[config.mk]
export PLATFORM = sky130hd
export DESIGN_NAME = pio_multi_flat
export DESIGN_NICKNAME = d
export VERILOG_FILES = /design/src/rtl/pio_multi_if.sv /design/src/rtl/pio_multi.sv /design/src/flat_wrapper.sv
export SDC_FILE = /design/constraint.sdc
export NUM_CORES = 1
export LEC_CHECK = 0
export ABC_AREA = 1
export CORE_MARGIN = 2
export CORE_UTILIZATION = 43
export CTS_CLUSTER_DIAMETER = 40
export DETAILED_ROUTE_END_ITERATION = 16
export GPL_TIMING_DRIVEN = 0
export HOLD_SLACK_MARGIN = 0.15
export PLACE_DENSITY = 0.85
export SLEW_MARGIN = 20
export SYNTH_ARGS = -nofsm -noshare
export SYNTH_HDL_FRONTEND = slang
export SYNTH_SLANG_ARGS = --single-unit
[constraint.sdc]
create_clock -name clk_clk -period 1.1 [get_ports clk_clk]
set_input_delay 0.22 -clock clk_clk [delete_from_list [all_inputs] [get_ports clk_clk]]
set_output_delay 0.22 -clock clk_clk [all_outputs]
set_load 0.05 [all_outputs]
[src/rtl/pio_multi_if.sv]
// rtl/pio_multi_if.sv - Avalon-MM slave bus bundle for the pio_multi peripheral
interface pio_multi_if;
  logic [2:0]  avs_address;
  logic        avs_read;
  logic        avs_write;
  logic [31:0] avs_writedata;
  logic [31:0] avs_readdata;
  logic        avs_readdatavalid;

  modport master (
    output avs_address, avs_read, avs_write, avs_writedata,
    input  avs_readdata, avs_readdatavalid
  );

  modport slave (
    input  avs_address, avs_read, avs_write, avs_writedata,
    output avs_readdata, avs_readdatavalid
  );
endinterface

[src/rtl/pio_multi.sv]
// rtl/pio_multi.sv - configurable-width parallel I/O with direction, set/clear,
// synchronised inputs, sticky edge capture and a maskable level interrupt
module pio_multi #(
  parameter int unsigned      WIDTH       = 10,
  parameter logic [WIDTH-1:0] RESET_VALUE = '0,
  parameter logic [WIDTH-1:0] RESET_DIR   = '1,
  parameter int unsigned      EDGE_TYPE   = 0,
  parameter int unsigned      SYNC_STAGES = 2
) (
  input  logic             clk_clk,
  input  logic             reset_reset_n,
  pio_multi_if.slave       bus,
  input  logic [WIDTH-1:0] pio_in,
  output logic [WIDTH-1:0] pio_export,
  output logic [WIDTH-1:0] pio_oe,
  output logic             irq
);

  localparam logic [2:0] ADDR_DATA   = 3'd0;
  localparam logic [2:0] ADDR_DIR    = 3'd1;
  localparam logic [2:0] ADDR_MASK   = 3'd2;
  localparam logic [2:0] ADDR_CAP    = 3'd3;
  localparam logic [2:0] ADDR_OUTSET = 3'd4;
  localparam logic [2:0] ADDR_OUTCLR = 3'd5;

  localparam int unsigned     WARM_CYCLES = SYNC_STAGES + 1;
  localparam int unsigned     CNT_W       = $clog2(WARM_CYCLES + 1);
  localparam logic [CNT_W-1:0] WARM_DONE  = CNT_W'(WARM_CYCLES);

  logic [WIDTH-1:0] out_q, out_d;
  logic [WIDTH-1:0] dir_q, dir_d;
  logic [WIDTH-1:0] mask_q, mask_d;
  logic [WIDTH-1:0] cap_q, cap_d;
  logic [SYNC_STAGES-1:0][WIDTH-1:0] sync_q;
  logic [WIDTH-1:0] hist_q;
  logic [CNT_W-1:0] warm_q, warm_d;
  logic [31:0]      rdata_q, rdata_d;
  logic             rvalid_q;
  logic             irq_q, irq_d;

  logic [WIDTH-1:0] wdata;
  logic [WIDTH-1:0] sync_in;
  logic [WIDTH-1:0] raw_edges;
  logic [WIDTH-1:0] edges;
  logic [WIDTH-1:0] cap_clr;
  logic [WIDTH-1:0] data_view;
  logic             unused_wdata;

  // Writedata bits above WIDTH carry no meaning for this block.
  assign unused_wdata = ^bus.avs_writedata;

  assign wdata   = bus.avs_writedata[WIDTH-1:0];
  assign sync_in = sync_q[SYNC_STAGES-1];

  always_comb begin
    raw_edges = '0;
    if (EDGE_TYPE == 0) begin
      raw_edges = sync_in & ~hist_q;
    end else if (EDGE_TYPE == 1) begin
      raw_edges = ~sync_in & hist_q;
    end else begin
      raw_edges = sync_in ^ hist_q;
    end
    // Synchroniser reset zeros would otherwise look like edges on high pins.
    edges  = (warm_q == WARM_DONE) ? raw_edges : '0;
    warm_d = (warm_q == WARM_DONE) ? warm_q : warm_q + 1'b1;
  end

  always_comb begin
    out_d   = out_q;
    dir_d   = dir_q;
    mask_d  = mask_q;
    cap_clr = '0;
    if (bus.avs_write) begin
      case (bus.avs_address)
        ADDR_DATA:   out_d   = wdata;
        ADDR_DIR:    dir_d   = wdata;
        ADDR_MASK:   mask_d  = wdata;
        ADDR_CAP:    cap_clr = wdata;
        ADDR_OUTSET: out_d   = out_q | wdata;
        ADDR_OUTCLR: out_d   = out_q & ~wdata;
        default:     ;
      endcase
    end
    // A fresh edge overrides a simultaneous write-1-to-clear.
    cap_d = (cap_q & ~cap_clr) | edges;
    irq_d = |(cap_q & mask_q);
  end

  always_comb begin
    data_view = (out_q & dir_q) | (sync_in & ~dir_q);
    rdata_d   = '0;
    if (bus.avs_read) begin
      case (bus.avs_address)
        ADDR_DATA: rdata_d[WIDTH-1:0] = data_view;
        ADDR_DIR:  rdata_d[WIDTH-1:0] = dir_q;
        ADDR_MASK: rdata_d[WIDTH-1:0] = mask_q;
        ADDR_CAP:  rdata_d[WIDTH-1:0] = cap_q;
        default:   rdata_d = '0;
      endcase
    end
  end

  always_ff @(posedge clk_clk or negedge reset_reset_n) begin
    if (!reset_reset_n) begin
      out_q    <= RESET_VALUE;
      dir_q    <= RESET_DIR;
      mask_q   <= '0;
      cap_q    <= '0;
      sync_q   <= '0;
      hist_q   <= '0;
      warm_q   <= '0;
      rdata_q  <= '0;
      rvalid_q <= 1'b0;
      irq_q    <= 1'b0;
    end else begin
      out_q    <= out_d;
      dir_q    <= dir_d;
      mask_q   <= mask_d;
      cap_q    <= cap_d;
      sync_q   <= {sync_q[SYNC_STAGES-2:0], pio_in};
      hist_q   <= sync_in;
      warm_q   <= warm_d;
      rdata_q  <= rdata_d;
      rvalid_q <= bus.avs_read;
      irq_q    <= irq_d;
    end
  end

  assign pio_export            = out_q;
  assign pio_oe                = dir_q;
  assign irq                   = irq_q;
  assign bus.avs_readdata      = rdata_q;
  assign bus.avs_readdatavalid = rvalid_q;

endmodule

[src/flat_wrapper.sv]
// flat-port wrapper written by rule: the top's interface ports become plain ports
module pio_multi_flat 
#(
  parameter int unsigned      WIDTH       = 10,
  parameter logic [WIDTH-1:0] RESET_VALUE = '0,
  parameter logic [WIDTH-1:0] RESET_DIR   = '1,
  parameter int unsigned      EDGE_TYPE   = 0,
  parameter int unsigned      SYNC_STAGES = 2
)
  (clk_clk, reset_reset_n, pio_in, pio_export, pio_oe, irq, bus_avs_address, bus_avs_read, bus_avs_write, bus_avs_writedata, bus_avs_readdata, bus_avs_readdatavalid);
  pio_multi_if bus_i ();
  input  logic clk_clk;
  input  logic reset_reset_n;
  input  logic [WIDTH-1:0] pio_in;
  output logic [WIDTH-1:0] pio_export;
  output logic [WIDTH-1:0] pio_oe;
  output logic irq;
  input wire logic [$bits(bus_i.avs_address)-1:0] bus_avs_address;
  input wire logic [$bits(bus_i.avs_read)-1:0] bus_avs_read;
  input wire logic [$bits(bus_i.avs_write)-1:0] bus_avs_write;
  input wire logic [$bits(bus_i.avs_writedata)-1:0] bus_avs_writedata;
  output wire logic [$bits(bus_i.avs_readdata)-1:0] bus_avs_readdata;
  output wire logic [$bits(bus_i.avs_readdatavalid)-1:0] bus_avs_readdatavalid;
  assign bus_i.avs_address = bus_avs_address;
  assign bus_i.avs_read = bus_avs_read;
  assign bus_i.avs_write = bus_avs_write;
  assign bus_i.avs_writedata = bus_avs_writedata;
  assign bus_avs_readdata = bus_i.avs_readdata;
  assign bus_avs_readdatavalid = bus_i.avs_readdatavalid;
  pio_multi #(.WIDTH(WIDTH), .RESET_VALUE(RESET_VALUE), .RESET_DIR(RESET_DIR), .EDGE_TYPE(EDGE_TYPE), .SYNC_STAGES(SYNC_STAGES)) u_core (.clk_clk(clk_clk), .reset_reset_n(reset_reset_n), .bus(bus_i), .pio_in(pio_in), .pio_export(pio_export), .pio_oe(pio_oe), .irq(irq));
endmodule
==> metrics.md, run 1 <==
| Metric | Value |
|---|---|
| Distinct cell type count after synthesis | `23` |
| Most area-consuming cells after synthesis | `dfrtp_1 (50%), nand2_1 (16%), dfstp_2 (7.2%)` |
| Chip Height | `96.35 um` |
| Required time worst endpoint | `880 ps` |
| Area Growth Syn to Fin | `40.84%` |
| Critical Path End | `pio_oe[4]` |
| Core box area | `8258 um2` |
| Storage cell area | `2115 um2` |
| Leak | `2.575 nW` |
| Starting Density | `0.4441` |
| Area of the multi-input gates | `1390 um2` |
| Per-cell routed wire length | `14.54 um` |
| CP delay by family, top | `flip-flops` |
| Yosys warns | `0` |
| CP Depth | `1` |
| Failing checks | `negative setup slack` |
| Clock Sinks | `between 80 and 90` |
| Yosys top cell by area | `dfrtp_1` |
| First-pass GRT wire length | `14970 um` |
| Synth top area share | `0.5049` |
| Total track usage | `0.2195` |
| Vias in the first global route | `3139` |
| CP bufs+invs | `1` |
| Initial antenna violation count | `0` |
| CP arrival | `1110 ps` |
| Sequential fraction of the synthesis area | `0.5766` |
| Post-route minimum period | `1333 ps` |
| Finished Cell Area | `5165 um2` |
| Crit-path slowest cell | `dfstp_2` |
| DRC Markers | `0` |
| Via density | `a little under 5` |
| Initial DRC count | `170` |
| Pre-antenna DRT Iters | `5` |
| Cell Area, Synth | `3667 um2` |
| Synth Area per Inst | `slightly below 9 um2` |
| Reg2reg setup slack | `-180 ps` |
| # diodes | `0` |
| Dpl ws | `-694.2 ps` |
| CTS HTree Levels | `3` |
| Die X | `96.35 um` |
| Pwr/cell area | `1577 nW/um2` |
| Most frequent cells in the layout | `nand2_1 (138), dfrtp_1 (74), buf_4 (52), buf_6 (36), nand3_1 (31)` |
| Clk_lat worst skew | `380 ps` |
| Routed wire length | `9524 um` |
| Worst VDD drop | `1.085 mV` |
| Fraction of layout cells with a size suffix above 1 | `0.3345` |
| Synth Register Bits | `84` |
| Worst setup EP type | `output pin` |
| Max Clk Rate | `about 0.75 GHz` |
| Critical path origin | `u_core.pio_oe[4]` |
| Fin crit share | `1.212` |
| DP HPWL | `5915 um` |
| Setup CP Type | `reg -> out` |
| Total CTS buffers | `9` |
| Max_cap viols | `0` |
| RSZ-0062 raised after global routing | `yes` |
| Remaining global-route overflow | `0` |
| Type of origin of the critical path | `flop` |
| Largest net degree at the start of global routing | `57` |
| FP Rows | `33` |
| Most common cell after layout, fill and taps aside | `nand2_1` |
| Post-synthesis instance total | `420` |
| Die area | `9283 um2` |
| Setup-failing EPs final | `46` |
| Hold violation count in the final report | `0` |
| Clock Skew | `9.058 ps` |
| Delay of the slowest critical-path stage | `580 ps` |
| Fin nets | `approximately 600` |
| Port Buffers | `57` |
| Vias | `3226` |
| ANT nets after route | `0` |
| Fin worst setup slack | `-233.3 ps` |
| Placed inst area | `4477 um2` |
| I/O Pins | `103` |
| Type of the tightest min-delay check | `in -> reg` |
| Worst-path cell chain | `buf_8` |
| Max-slew violations | `0` |
| Critical R2R Capture | `u_core.bus.avs_readdata[4]` |
| Outcome | `finished with violations` |
| Max clock buf depth | `2` |
| Final Wtd Congestion | `0.8577` |
| Reg-to-reg startpoint | `u_core.pio_oe[4]` |
| Filler cell count | `645` |
| TritonCTS clock tree | `done` |
| CTS clock-pin slew for the worst setup and hold paths | `80 ps` |
| Reg2Reg Depth | `8` |
| Crit-path max FO | `2` |
| Clock Tree Root | `clkbuf_8` |
per-stage QoR:
stage                 util  hold slack, ps  cells  setup TNS (ps)  power, mW
detailed placement  0.5421           175.0    604          -37490      5.709
CTS                 0.6044           270.7    646           -3974      8.005
global placement    0.5391           331.3    603         -275100      5.650
floorplan                -          -75.59    441          -748.5      5.016
finish              0.6255           273.5    655           -4106      8.144
global route        0.6255           279.1    655           -5946      8.505
cell usage after synthesis:
library cell / n
a21oi_1: 7
inv_1: 22
nand4_1: 2
nor2_1: 31
nor2_4: 2
clkbuf_1: 2
xnor2_1: 1
buf_2: 6
o21ai_2: 7
buf_4: 24
clkinv_1: 1
ha_1: 1
conb_1: 1
nor2_2: 4
nand2_1: 152
dfstp_2: 10
dfrtp_1: 74
o21ai_0: 20
inv_2: 4
buf_6: 3
nand2_2: 1
o21ai_1: 13
nand3_1: 32
layout make-up:
type                            instances  share of cell area
Sequential cell                        84              0.4094
Multi-Input combinational cell        295              0.2691
Timing Repair Buffer                   94              0.1904
Buffer                                 35             0.05499
Clock buffer                           12             0.02810
Tap cell                              105             0.02544
Inverter                               27             0.01962
Clock inverter                          3            0.002907
per-layer routing:
metal	global-route usage	wire [um]	share of wire	vias up
li1	-	-	-	1526
met1	0.2651	3616	0.38	1519
met2	0.3484	4774	0.50	150
met3	0.06735	798	0.084	31
met4	0.1244	333	0.035	0
met5	0	0	0	-
worst min path at each step:
| stage | from | to | slack (ps) | depth (start not counted) |
|---|---|---|---|---|
| floorplan | reset_reset_n | u_core.bus.avs_readdata[0] | -80 | 0 |
| CTS | pio_in[8] | u_core.sync_q[8] | 270 | 1 |
| global placement | u_core.sync_q[6] | u_core.sync_in[6] | 330 | 0 |
| detailed placement | reset_reset_n | u_core.sync_q[1] | 170 | 1 |
| global route | pio_in[6] | u_core.sync_q[6] | 280 | 1 |
| finish | pio_in[8] | u_core.sync_q[8] | 270 | 1 |
flip-flops by register name (all words and copies together) (netlist names):
signal,count
u_core.sync_q,10
u_core.warm_q,2
u_core.irq,1
u_core.bus.avs_readdatavalid,1
u_core.cap_q,10
u_core.pio_oe,10
u_core.sync_in,10
u_core.bus.avs_readdata,10
u_core.hist_q,10
u_core.mask_q,10
u_core.pio_export,10
kinds of logic (layout without fill, tap and decap cells):
kind of cell	count (synthesis)	in the layout	share of synthesized area
AOI/OAI and AO/OA	47	47	0.07131
xor gates and xnor gates	1	1	0.002389
adders and majority gates	1	1	0.003411
buffers and inverters	62	171	0.09621
DFF	84	84	0.5766
other	1	22	0.001023
and+or+nand+nor	224	224	0.2491
where the power goes:
| part | total [mW] | switching [mW] | internal, mW | leakage, nW |
|---|---|---|---|---|
| logic | 2.52 | 1.49 | 1.03 | 1.52 |
| clock network | 1.91 | 1.05 | 0.859 | 0.0860 |
| registers | 3.71 | 0.263 | 3.45 | 0.973 |
| total | 8.14 | 2.81 | 5.34 | 2.58 |
what timing repair did:
action,CTS,global route
buffers inserted,25,9
endpoints found under the hold margin,28,0
endpoints found under the setup margin,83,67
cloned,1,0
pin swaps,2,28
resized for setup,264,44
hold buffers,1,0
Note: power is estimated with default switching activity, not from simulation.
==> inputs of run 2 (changes only) <==
--- a/config.mk
+++ b/config.mk
@@ -8,7 +8,6 @@
 export ABC_AREA = 1
 export CORE_MARGIN = 2
 export CORE_UTILIZATION = 43
-export CTS_CLUSTER_DIAMETER = 40
 export DETAILED_ROUTE_END_ITERATION = 16
 export GPL_TIMING_DRIVEN = 0
 export HOLD_SLACK_MARGIN = 0.15
==> constraint.sdc (replaced) <==
create_clock -name clk_clk -period 1.2 [get_ports clk_clk]
set_input_delay 0.24 -clock clk_clk [delete_from_list [all_inputs] [get_ports clk_clk]]
set_output_delay 0.24 -clock clk_clk [all_outputs]
set_load 0.05 [all_outputs]
==> metrics.md, run 2 (same netlist as run 1, synthesis figures left out) <==
| Metric | Value |
|---|---|
| Outcome | `finished with violations` |
| Failing checks | `negative setup slack` |
| Fraction of layout cells with a size suffix above 1 | `0.3094` |
| Chip Height | `96.35 um` |
| Setup CP Type | `reg -> out` |
| Initial DRC count | `265` |
| Required time worst endpoint | `roughly 960 ps` |
| Inst Count DP | `604` |
| Per-cell routed wire length | `14.04 um` |
| Clk_lat worst skew | `~360 ps` |
| Remaining global-route overflow | `0` |
| Max clock buf depth | `2` |
| Delay of the slowest critical-path stage | `roughly 580 ps` |
| Clock Sinks | `between 80 and 90` |
| # diodes | `0` |
| Setup TNS | `-1225 ps` |
| Fin crit share | `1.107` |
| Setup-failing EPs final | `14` |
| Fin nets | `588` |
| Dpl ws | `-610.2 ps` |
| ANT nets after route | `0` |
| Initial antenna violation count | `0` |
| Pwr/cell area | `between 1000 and 1500 nW/um2` |
| Pre-antenna DRT Iters | `5` |
| Area Growth Syn to Fin | `36.81%` |
| Largest net degree at the start of global routing | `48` |
| Crit-path max FO | `4` |
| Vias | `3224` |
| Crit-path slowest cell | `dfstp_2` |
| Max_cap viols | `0` |
| CP delay by family, top | `flip-flops` |
| Type of origin of the critical path | `flop` |
| Post-layout util | `0.6076` |
| TritonCTS clock tree | `done` |
| Clock Tree Root | `clkbuf_8` |
| DP HPWL | `around 6000 um` |
| Vias in the first global route | `3004` |
| Finished Layout Cells | `648` |
| CTS HTree Levels | `3` |
| Hold violation count in the final report | `0` |
| CTS clock-pin slew for the worst setup and hold paths | `80 ps` |
| Final Wtd Congestion | `0.8799` |
| I/O Pins | `a little over 100` |
| Total track usage | `0.2045` |
| Die X | `just under 100 um` |
| First-pass GRT wire length | `14230 um` |
| Starting Density | `0.4441` |
| Type of the tightest min-delay check | `in -> reg` |
| Worst-path cell chain | `buf_8` |
| RSZ-0062 raised after global routing | `yes` |
| FP Rows | `33` |
| Minimum hold slack | `314.4 ps` |
| Total CTS buffers | `9` |
| CP bufs+invs | `1` |
| Post-route minimum period | `1328 ps` |
| Fin worst setup slack | `-127.9 ps` |
| Max Clk Rate | `0.7531 GHz` |
| Most common cell after layout, fill and taps aside | `nand2_1` |
| Finished Cell Area | `5017 um2` |
| Routed wire length | `~9100 um` |
| DRC Markers | `0` |
| CP arrival | `1090 ps` |
| Leak | `~2.5 nW` |
| Worst VDD drop | `0.7885 mV` |
| Via density | `around 5` |
| Die area | `9283 um2` |
| Port Buffers | `57` |
| Worst setup EP type | `output pin` |
| Most frequent cells in the layout | `nand2_1 (140), dfrtp_1 (74), buf_4 (46), nand3_1 (32), nor2_1 (26)` |
| Max-slew violations | `0` |
| Total design power | `around 7.5 mW` |
| Placed inst area | `4467 um2` |
| Core box area | `approximately 8300 um2` |
| Clock Skew | `5.244 ps` |
-- run 2: layout make-up --
type | count | area [um2]
fillers | 702 | 3241
flip-flops and latches | 84 | 2115
multi-input cells | 295 | 1334
repair buffers | 86 | 872.1
plain buffers | 35 | 276.5
clock buffers | 12 | 165.2
well taps | 105 | 131.4
inverters | 27 | 101.3
clock inverters | 4 | 22.52
-- run 2: repair_timing --
| action | in CTS | in global routing |
|---|---|---|
| gates resized for setup | 226 | 47 |
| setup buffers | 11 | 16 |
| hold buffers | 1 | 0 |
| pin swaps | 7 | 16 |
| endpoints found under the hold margin | 32 | 0 |
| setup endpoints to repair | 80 | 58 |
-- run 2: power breakdown --
group / internal (mW) / switching [mW] / total (mW)
Sequential: 3.16 / 0.230 / 3.39
Clock: 0.911 / 0.987 / 1.90
Combinational: 0.894 / 1.34 / 2.23
Total: 4.96 / 2.56 / 7.52
-- run 2: final timing paths --
path	from	endpoint	slack, ps	cells past startpoint
hold reg to reg	u_core.sync_q[1]	u_core.sync_in[1]	350	0
hold / removal	pio_in[0]	u_core.sync_q[0]	310	1
setup reg to reg	u_core.pio_oe[5]	u_core.bus.avs_readdata[5]	-20	8
min in group asynchronous	reset_reset_n	u_core.pio_export[1]	370	2
setup / recovery	u_core.pio_oe[9]	pio_oe[9]	-130	1
max in group asynchronous	reset_reset_n	u_core.pio_oe[4]	160	3
-- run 2: metal layers --
metal	part of all wire	GRT usage	wire (um)
met5	0	0	0
met1	0.39	0.2583	3532
met4	0.030	0.07864	276
met2	0.49	0.3356	4478
met3	0.089	0.05560	807
